File: src/rtl/usb_rx_pkg.sv
// usb_rx_pkg: shared state encoding and protocol constants for the USB receive control unit
package usb_rx_pkg;
  typedef enum logic [3:0] {
    IDLE, SYNC_WAIT, SYNC_CHK, PID_WAIT, PID_CHK, DATA_WAIT, DATA_STORE,
    EOP_WAIT, ERR, ERR_EOP, ERR_IDLE
  } rcu_state_t;
  localparam logic [7:0] SYNC_BYTE_DEF = 8'h80;
  localparam logic [3:0] PID_OUT   = 4'h1;
  localparam logic [3:0] PID_IN    = 4'h9;
  localparam logic [3:0] PID_DATA0 = 4'h3;
  localparam logic [3:0] PID_DATA1 = 4'hB;
  localparam logic [3:0] PID_ACK   = 4'h2;
  localparam logic [3:0] PID_NAK   = 4'hA;
endpackage

File: src/rtl/usb_rx_rcu.sv
// usb_rx_rcu: USB receive control unit validating SYNC/PID, strobing FIFO writes, flagging done/error
// Inputs: d_edge/eop from line detectors, shift_enable/byte_received/bit_cnt from the timer,
// rcv_data from the shift register, buf_full from the RX FIFO.
// Outputs (all registered): rcving to the timer, w_enable to the FIFO, pid/pid_valid,
// byte_count, rx_done pulse and sticky r_error.
module usb_rx_rcu
  import usb_rx_pkg::*;
#(
  parameter int          MAX_BYTES = 64,
  parameter logic [7:0]  SYNC_BYTE = SYNC_BYTE_DEF
) (
  input  logic       clk,
  input  logic       rst,
  input  logic       d_edge,
  input  logic       eop,
  input  logic       shift_enable,
  input  logic       byte_received,
  input  logic [3:0] bit_cnt,
  input  logic [7:0] rcv_data,
  input  logic       buf_full,
  output logic       rcving,
  output logic       w_enable,
  output logic [3:0] pid,
  output logic       pid_valid,
  output logic [6:0] byte_count,
  output logic       rx_done,
  output logic       r_error
);
  if (MAX_BYTES > 127) begin : g_max_bytes_chk
    $error("usb_rx_rcu: MAX_BYTES must be <= 127");
  end
  localparam logic [6:0] MAXB = 7'(MAX_BYTES);
  rcu_state_t state, nxt;
  logic eop_s, wr, pv, start;
  assign eop_s = eop & shift_enable;
  always_comb begin
    nxt = state;
    case (state)
      IDLE:       nxt = d_edge ? SYNC_WAIT : IDLE;
      SYNC_WAIT:  nxt = byte_received ? SYNC_CHK : eop_s ? ERR_EOP : SYNC_WAIT;
      SYNC_CHK:   nxt = rcv_data == SYNC_BYTE ? PID_WAIT : ERR;
      PID_WAIT:   nxt = byte_received ? PID_CHK : eop_s ? ERR_EOP : PID_WAIT;
      PID_CHK:    nxt = rcv_data[3:0] == ~rcv_data[7:4] ? DATA_WAIT : ERR;
      DATA_WAIT:  nxt = byte_received ? DATA_STORE : !eop_s ? DATA_WAIT : bit_cnt == 4'd0 ? EOP_WAIT : ERR_EOP;
      DATA_STORE: nxt = buf_full || byte_count == MAXB ? ERR : DATA_WAIT;
      EOP_WAIT:   nxt = d_edge ? IDLE : EOP_WAIT;
      ERR:        nxt = eop_s ? ERR_EOP : ERR;
      ERR_EOP:    nxt = d_edge ? ERR_IDLE : ERR_EOP;
      ERR_IDLE:   nxt = d_edge ? SYNC_WAIT : ERR_IDLE;
      default:    nxt = IDLE;
    endcase
  end
  assign wr    = state == DATA_STORE && nxt == DATA_WAIT;
  assign pv    = state == PID_CHK && nxt == DATA_WAIT;
  assign start = nxt == SYNC_WAIT && state != SYNC_WAIT;
  always_ff @(posedge clk) begin
    if (rst) begin
      state      <= IDLE;
      rcving     <= 1'b0;
      w_enable   <= 1'b0;
      pid        <= '0;
      pid_valid  <= 1'b0;
      byte_count <= '0;
      rx_done    <= 1'b0;
      r_error    <= 1'b0;
    end else begin
      state      <= nxt;
      rcving     <= !(nxt inside {IDLE, ERR_IDLE});
      r_error    <= nxt inside {ERR, ERR_EOP, ERR_IDLE};
      w_enable   <= wr;
      pid_valid  <= pv;
      rx_done    <= state == EOP_WAIT && nxt == IDLE;
      if (pv) pid <= rcv_data[3:0];
      if (start) byte_count <= '0;
      else if (wr) byte_count <= byte_count + 7'd1;
    end
  end
endmodule

File: config.mk
export PLATFORM = sky130hd
export DESIGN_NAME = usb_rx_rcu
export DESIGN_NICKNAME = d
export VERILOG_FILES = /design/src/rtl/usb_rx_pkg.sv /design/src/rtl/usb_rx_rcu.sv
export SDC_FILE = /design/constraint.sdc
export NUM_CORES = 1
export LEC_CHECK = 0
export ABC_AREA = 1
export BUFFER_PORTS_ARGS = -buffer_cell sky130_fd_sc_hd__buf_4
export CAP_MARGIN = 20
export CORE_ASPECT_RATIO = 0.9
export CORE_UTILIZATION = 50
export CTS_CLUSTER_SIZE = 14
export DETAILED_ROUTE_END_ITERATION = 6
export GPL_ROUTABILITY_DRIVEN = 0
export PLACE_DENSITY_LB_ADDON = 0.08
export SYNTH_ARGS = -nofsm -noshare
export SYNTH_HDL_FRONTEND = slang
export SYNTH_SLANG_ARGS = --single-unit
File: constraint.sdc
create_clock -name clk -period 1.7 [get_ports clk]
set_clock_uncertainty 0.15 [all_clocks]
set_input_delay 0 -clock clk [delete_from_list [all_inputs] [get_ports clk]]
set_output_delay 0 -clock clk [all_outputs]
set_load 0.02 [all_outputs]
### Word level (Yosys, flattened, before mapping)

Cells that the tools add are included.

| word-level totals | value |
|---|---|
| input port bits | 19 |
| logic and storage cells | 58 |
| output and inout bits | 16 |
| bits in registers | 20 |

| operators by class | value |
|---|---|
| reductions and logical operators | 12 |
| eq/ne operators | 19 |
| add/sub/neg operators | 1 |
| multiplexer cells | 16 |
| bitwise logic cells | 2 |

Operators with widths:

| cell | count |
|---|---|
| two-way mux 4 bit | 11 |
| case mux 4 bit (11 select lines) | 1 |
| == test 4 bit, second input constant | 6 |
| == test 4 x 3 -> 1 bit, second input constant | 5 |
| logical NOT 4 bit | 3 |
| == test 4 x 1 -> 1 bit, second input constant | 2 |
| == test 4 x 2 -> 1 bit, second input constant | 2 |
| == test 8 bit, second input constant | 1 |
| adder 7 x 1 -> 7 bit, second input constant | 1 |
| == test 7 bit, second input constant | 1 |
| == test 4 bit | 1 |
| logical AND 1 bit | 4 |
| inequality test 4 x 1 -> 1 bit, second input constant | 1 |
| NOT 4 bit | 1 |
| two-way mux 3 bit | 1 |
| nonzero test 3 bit | 1 |
| two-way mux 1 bit | 2 |
| two-way mux 2 bit | 1 |
| nonzero test 2 bit | 1 |
| OR reduction 2 bit | 1 |
| AND 1 bit | 1 |
| logical NOT 1 bit | 1 |
| logical OR 1 bit | 1 |

### Logic depth before layout (Yosys ltp)

| logic depth | value |
|---|---|
| depth in word-level cells | 8 |
| gate-level depth with buffers | 12 |
| mapped depth without buffers | 12 |

### Least setup slack after synthesis

Ideal clock, no wire load.

| timing | value |
|---|---|
| path kind | register -> register |
| start point | reg byte_count[0] |
| end point | reg rcving |
| path buffers | 0 |
| data arrival time | 1484 ps |
| data required time | 1438 ps |
| clock period less this slack | 1745 ps |
| cell stages (with the launch flop) | 12 |
| slack | -45 ps |
| library setup time | 112 ps |
| cells stage by stage | dfxtp_1 > inv_1 > ha_1 > nor3b_1 > nand2_1 > nand2_1 > nand2_1 > nand3_1 > nor2_1 > nand2_1 > nor2_1 > nor2_1 |

| between the ends | value |
|---|---|
| word-level cells in the longest chain between the ends | 7 |
| elaborated cells on any way between the ends | 8 |
| classes of those cells | eq/ne (2); mux (2); reduce/logical (4) |

Ends and longest elaborated chain:

| element | RTL line | text |
|---|---|---|
| start, declared | usb_rx_rcu.sv:25 | `output logic [6:0] byte_count,` |
| start signal, assigned | usb_rx_rcu.sv:75 | `else if (wr) byte_count <= byte_count + 7'd1;` |
| == test 7 bit * | usb_rx_rcu.sv:45 | `DATA_STORE: nxt = buf_full \|\| byte_count == MAXB ? ERR : DATA_WAIT;` |
| logical OR 1 bit * | usb_rx_rcu.sv:45 |  |
| two-way mux 4 bit * | usb_rx_rcu.sv:45 |  |
| case mux 4 bit (11 select lines) * | usb_rx_rcu.sv:38 | `case (state)` |
| == test 4 bit / logical NOT 4 bit (equally long branches) | usb_rx_rcu.sv:68 | `rcving <= !(nxt inside {IDLE, ERR_IDLE});` |
| nonzero test 2 bit * | usb_rx_rcu.sv:68 |  |
| logical NOT 1 bit * | usb_rx_rcu.sv:68 |  |
| end signal, assigned | usb_rx_rcu.sv:68 |  |
| end, declared | usb_rx_rcu.sv:21 | `output logic rcving,` |

Mark *: on every way between the ends. The rest lies on a longest branch, timed or not.
A chain may end at the register's enable or synchronous reset.

### Worst setup path after layout

| timing | value |
|---|---|
| start point | reg byte_count[0] |
| end point | reg rx_done |

| between the ends | value |
|---|---|
| word-level cells in the longest chain between the ends | 6 |

Ends and longest elaborated chain:

| element | RTL line | text |
|---|---|---|
| == test 7 bit | usb_rx_rcu.sv:45 |  |
| logical OR 1 bit | usb_rx_rcu.sv:45 |  |
| two-way mux 4 bit | usb_rx_rcu.sv:45 |  |
| case mux 4 bit (11 select lines) | usb_rx_rcu.sv:38 |  |
| logical NOT 4 bit | usb_rx_rcu.sv:72 | `rx_done <= state == EOP_WAIT && nxt == IDLE;` |
| logical AND 1 bit | usb_rx_rcu.sv:72 |  |
| end signal, assigned | usb_rx_rcu.sv:64 | `rx_done <= 1'b0;` |
| end signal, assigned | usb_rx_rcu.sv:72 |  |
| end, declared | usb_rx_rcu.sv:26 | `output logic rx_done,` |

Every way passes these cells.

==> impl_results.md <==
- Die width: around 56 um
- Clk sinks: 20
- Die area: around 0.0028 sq mm
- Max frequency: 623 MHz
- Critical Path Fanout Max: 6
- Final-report hold violation count: 0
- Initial antenna violation count: 0
- Fin crit share: 94.4%
- Clock slew at reported path FFs: between 0.1 and 0.15 ns
- Vias post-DR: 1510
- Clk network pwr share: approximately 27%
- HPWL Detailed: 2.35 mm
- Via density: 4.87
- Yosys reg bits: 20
- Initial cell density of the core: around 53%
- Crit Path Category: reg -> reg
- Finish-stage setup viols: 0
- CP Data Arrival Time: between 1.5 and 2 ns
- Rel. slew slack: between 80% and 90%
- Antenna Nets Post-Route: 0
- Worst setup SP type: register
- FF-to-FF End: rx_done
- Post-synth net total: approximately 250
- Combinational share of power: between 20% and 30%
- Mapped Cells: around 230
- Synth-to-layout area growth: 44.2%
- Most common cell after layout, fill and taps aside: nand2_1
- Min Tclk post-route: ~1.6 ns
- Setup WS pre-CTS: roughly 0.07 ns
- First-pass GRT wire length: approximately 5.3 mm
- Max-slew violation count: 0
- Non-filler instance count after layout: 310
- Clk buf depth: 2
- Worst hold path type: in -> reg
- Share of post-route cells with drive strength above 1: approximately a quarter
- P_int: 0.000718 W
- Setup WS post-layout: approximately 0.095 ns
- CP Data Required Time: roughly 1.8 ns
- Die Span Y: between 50 and 60 um
- Seq/Total Area, Yosys: 30.8%
- Worst vdd ir: ~0.00063 V
- Synth cell types: 21
- Top cell type's share of synthesized area: approximately 30%
- Htree depth: 1
- Vias in the first global route: approximately 1.3k
- Ant diodes: 0
- Core outline area: around 0.0025 sq mm
- Final Instance Area: between 0.0015 and 0.002 sq mm
- Cell taking the most area after synthesis: dfxtp_1
- RSZ-0062 raised after global routing: yes
- Drt wl/cell: between 10 and 15 um
- Sequential group share of total power: between 40% and 50%
- Drt initial violations: 57
- Drc violations: 0
- WHS Path Cells: 6
- Site Rows: 17
- Num ports: 35
- Synth Cell Area: ~0.0013 sq mm
- Pwr dens: 533 mW/mm^2
- Top cells by area, synth: dfxtp_1 (31%), nand2_1 (20%), nor2_1 (13%), inv_1 (9.8%), nand3_1 (5.4%)
- GRT overflow: 0
- Most frequent cells in the layout: nand2_1 (66), buf_4 (43), nor2_1 (40)
- Worst-Margin Slew: about 0.27 ns
- Worst R2R Setup Slack: between 0.09 and 0.1 ns
- Leakage: between 1 and 1.5 nW
- Worst Setup End Kind: register
- CTS tree: built
- FF-to-FF Start: byte_count[0]
- Routed Wire Length: roughly 3.3 mm
- Gr usage total: a little under a quarter
- Largest net degree at the start of global routing: 12
- Hold path startpoint: rcv_data[5]
- Pre-antenna DRT Iters: 4
- Net Sw Frac: between 20% and 30%
- Hold Path End: pid_valid
- Clock Tree Root: clkbuf_4
- Clk_lat worst skew: 0.29 ns
- Final Power: roughly 0.001 W
- Setup TNS: 0 ns
- Nets: about 300
- Post-Place Cells: about 290
- Net switching power: about 0.00028 W
- Max_cap viols: 0
- Outcome: finished, final reports clean
- Placed cell area: 0.00163 sq mm
- Syn avg cell area: 5.78 sq um
- Cts bufs inserted: 3
- Yosys warns: 0
- Reg2reg path depth: 11
- PortBufs: 34
==> per-stage QoR <==
stage	util [%]	hold slack, ns
after global placement	66.1	0.0665
final	76.1	0.0279
after floorplan	-	-0.0776
after global routing	76.1	0.0754
after CTS	72.0	0.0114
after detailed placement	66.1	0.0671
==> worst max-delay path, stage by stage (launching register included) <==
cell and delay (ns):
dfxtp_2 0.34, inv_2 0.08, ha_4 0.12, nor3b_2 0.16, nand2_2 0.11, nand3_4 0.12
nand2_2 0.06, nor2_1 0.09, nand2_1 0.05, nor2_1 0.10, nand2_1 0.05, nor2_1 0.10
==> state kept, by name, summed over array words and instances, names as in the netlist <==
| signal | count |
|---|---|
| byte_count | 7 |
| pid | 4 |
| state | 4 |
| pid_valid | 1 |
| r_error | 1 |
| rcving | 1 |
| rx_done | 1 |
| w_enable | 1 |
==> what timing repair did <==
action                     CTS  global route
setup endpoints to repair    0            11
buffers inserted             0             3
hold buffers                11             0
resized for setup            0            24
hold endpoints to repair    13             0
==> layout make-up <==
cell class / instances / area (sq um)
clock buffer: 4 / 36.3
inverter: 36 / 135
tap: 28 / 35.0
sequential: 20 / 407
multi-input combinational: 168 / 831
timing repair buffer: 54 / 433
fill: 209 / 591
==> worst max path at each step <==
stage / startpoint / end / slack [ns] / cells after the start
4_1_cts: byte_count[0] / rcving / 0.04 / 10
2_1_floorplan: byte_count[1] / rcving / 0.02 / 11
6_report: byte_count[0] / rx_done / 0.1 / 11
5_1_grt: byte_count[0] / rx_done / -0.05 / 11
3_3_place_gp: byte_count[0] / rcving / 0.12 / 10
3_5_place_dp: byte_count[0] / rcving / 0.07 / 10
==> kinds of logic after synthesis <==
kind of cell    after synthesis  synth area share, %
simple gates                139                 43.8
buf+inv                      37                 11.0
compound gates               22                 9.14
flops                        20                 30.8
xor+xnor                      5                 3.37
fa+ha+maj                     2                 1.92
==> layer usage <==
metal  share of wire, %  wire, um  GRT usage, %  vias up
met5                  0         0             0        -
met4                1.0        34          6.67        0
met3                5.1       171          4.64        4
met2                 48      1600          40.2       46
met1                 46      1540          30.5      657
li1                   -         -             -      803
==> power groups by stage <==
| stage | clock (W) | combinational [W] | sequential (W) |
|---|---|---|---|
| 3_5_place_dp | 0 | 0.000205 | 0.000501 |
| 3_3_place_gp | 0 | 0.000204 | 0.000501 |
| 2_1_floorplan | 0 | 0.000120 | 0.000507 |
| 5_1_grt | 0.000296 | 0.000272 | 0.000493 |
| 4_1_cts | 0.000277 | 0.000226 | 0.000490 |
| 6_report | 0.000270 | 0.000239 | 0.000491 |
==> Yosys cell counts <==
master	n
nand2_1	70
a21oi_1	11
nand4_1	2
xnor2_1	1
buf_4	1
inv_1	34
inv_2	2
o21ai_2	1
dfxtp_1	20
ha_1	2
a211oi_1	1
nor3b_1	1
o31ai_1	1
nor3_1	3
nand3_1	14
xor2_1	4
nand3b_1	1
nand3_2	2
nand2_2	1
nor2_1	45
o21ai_0	8
(Power assumes the default switching activity.)
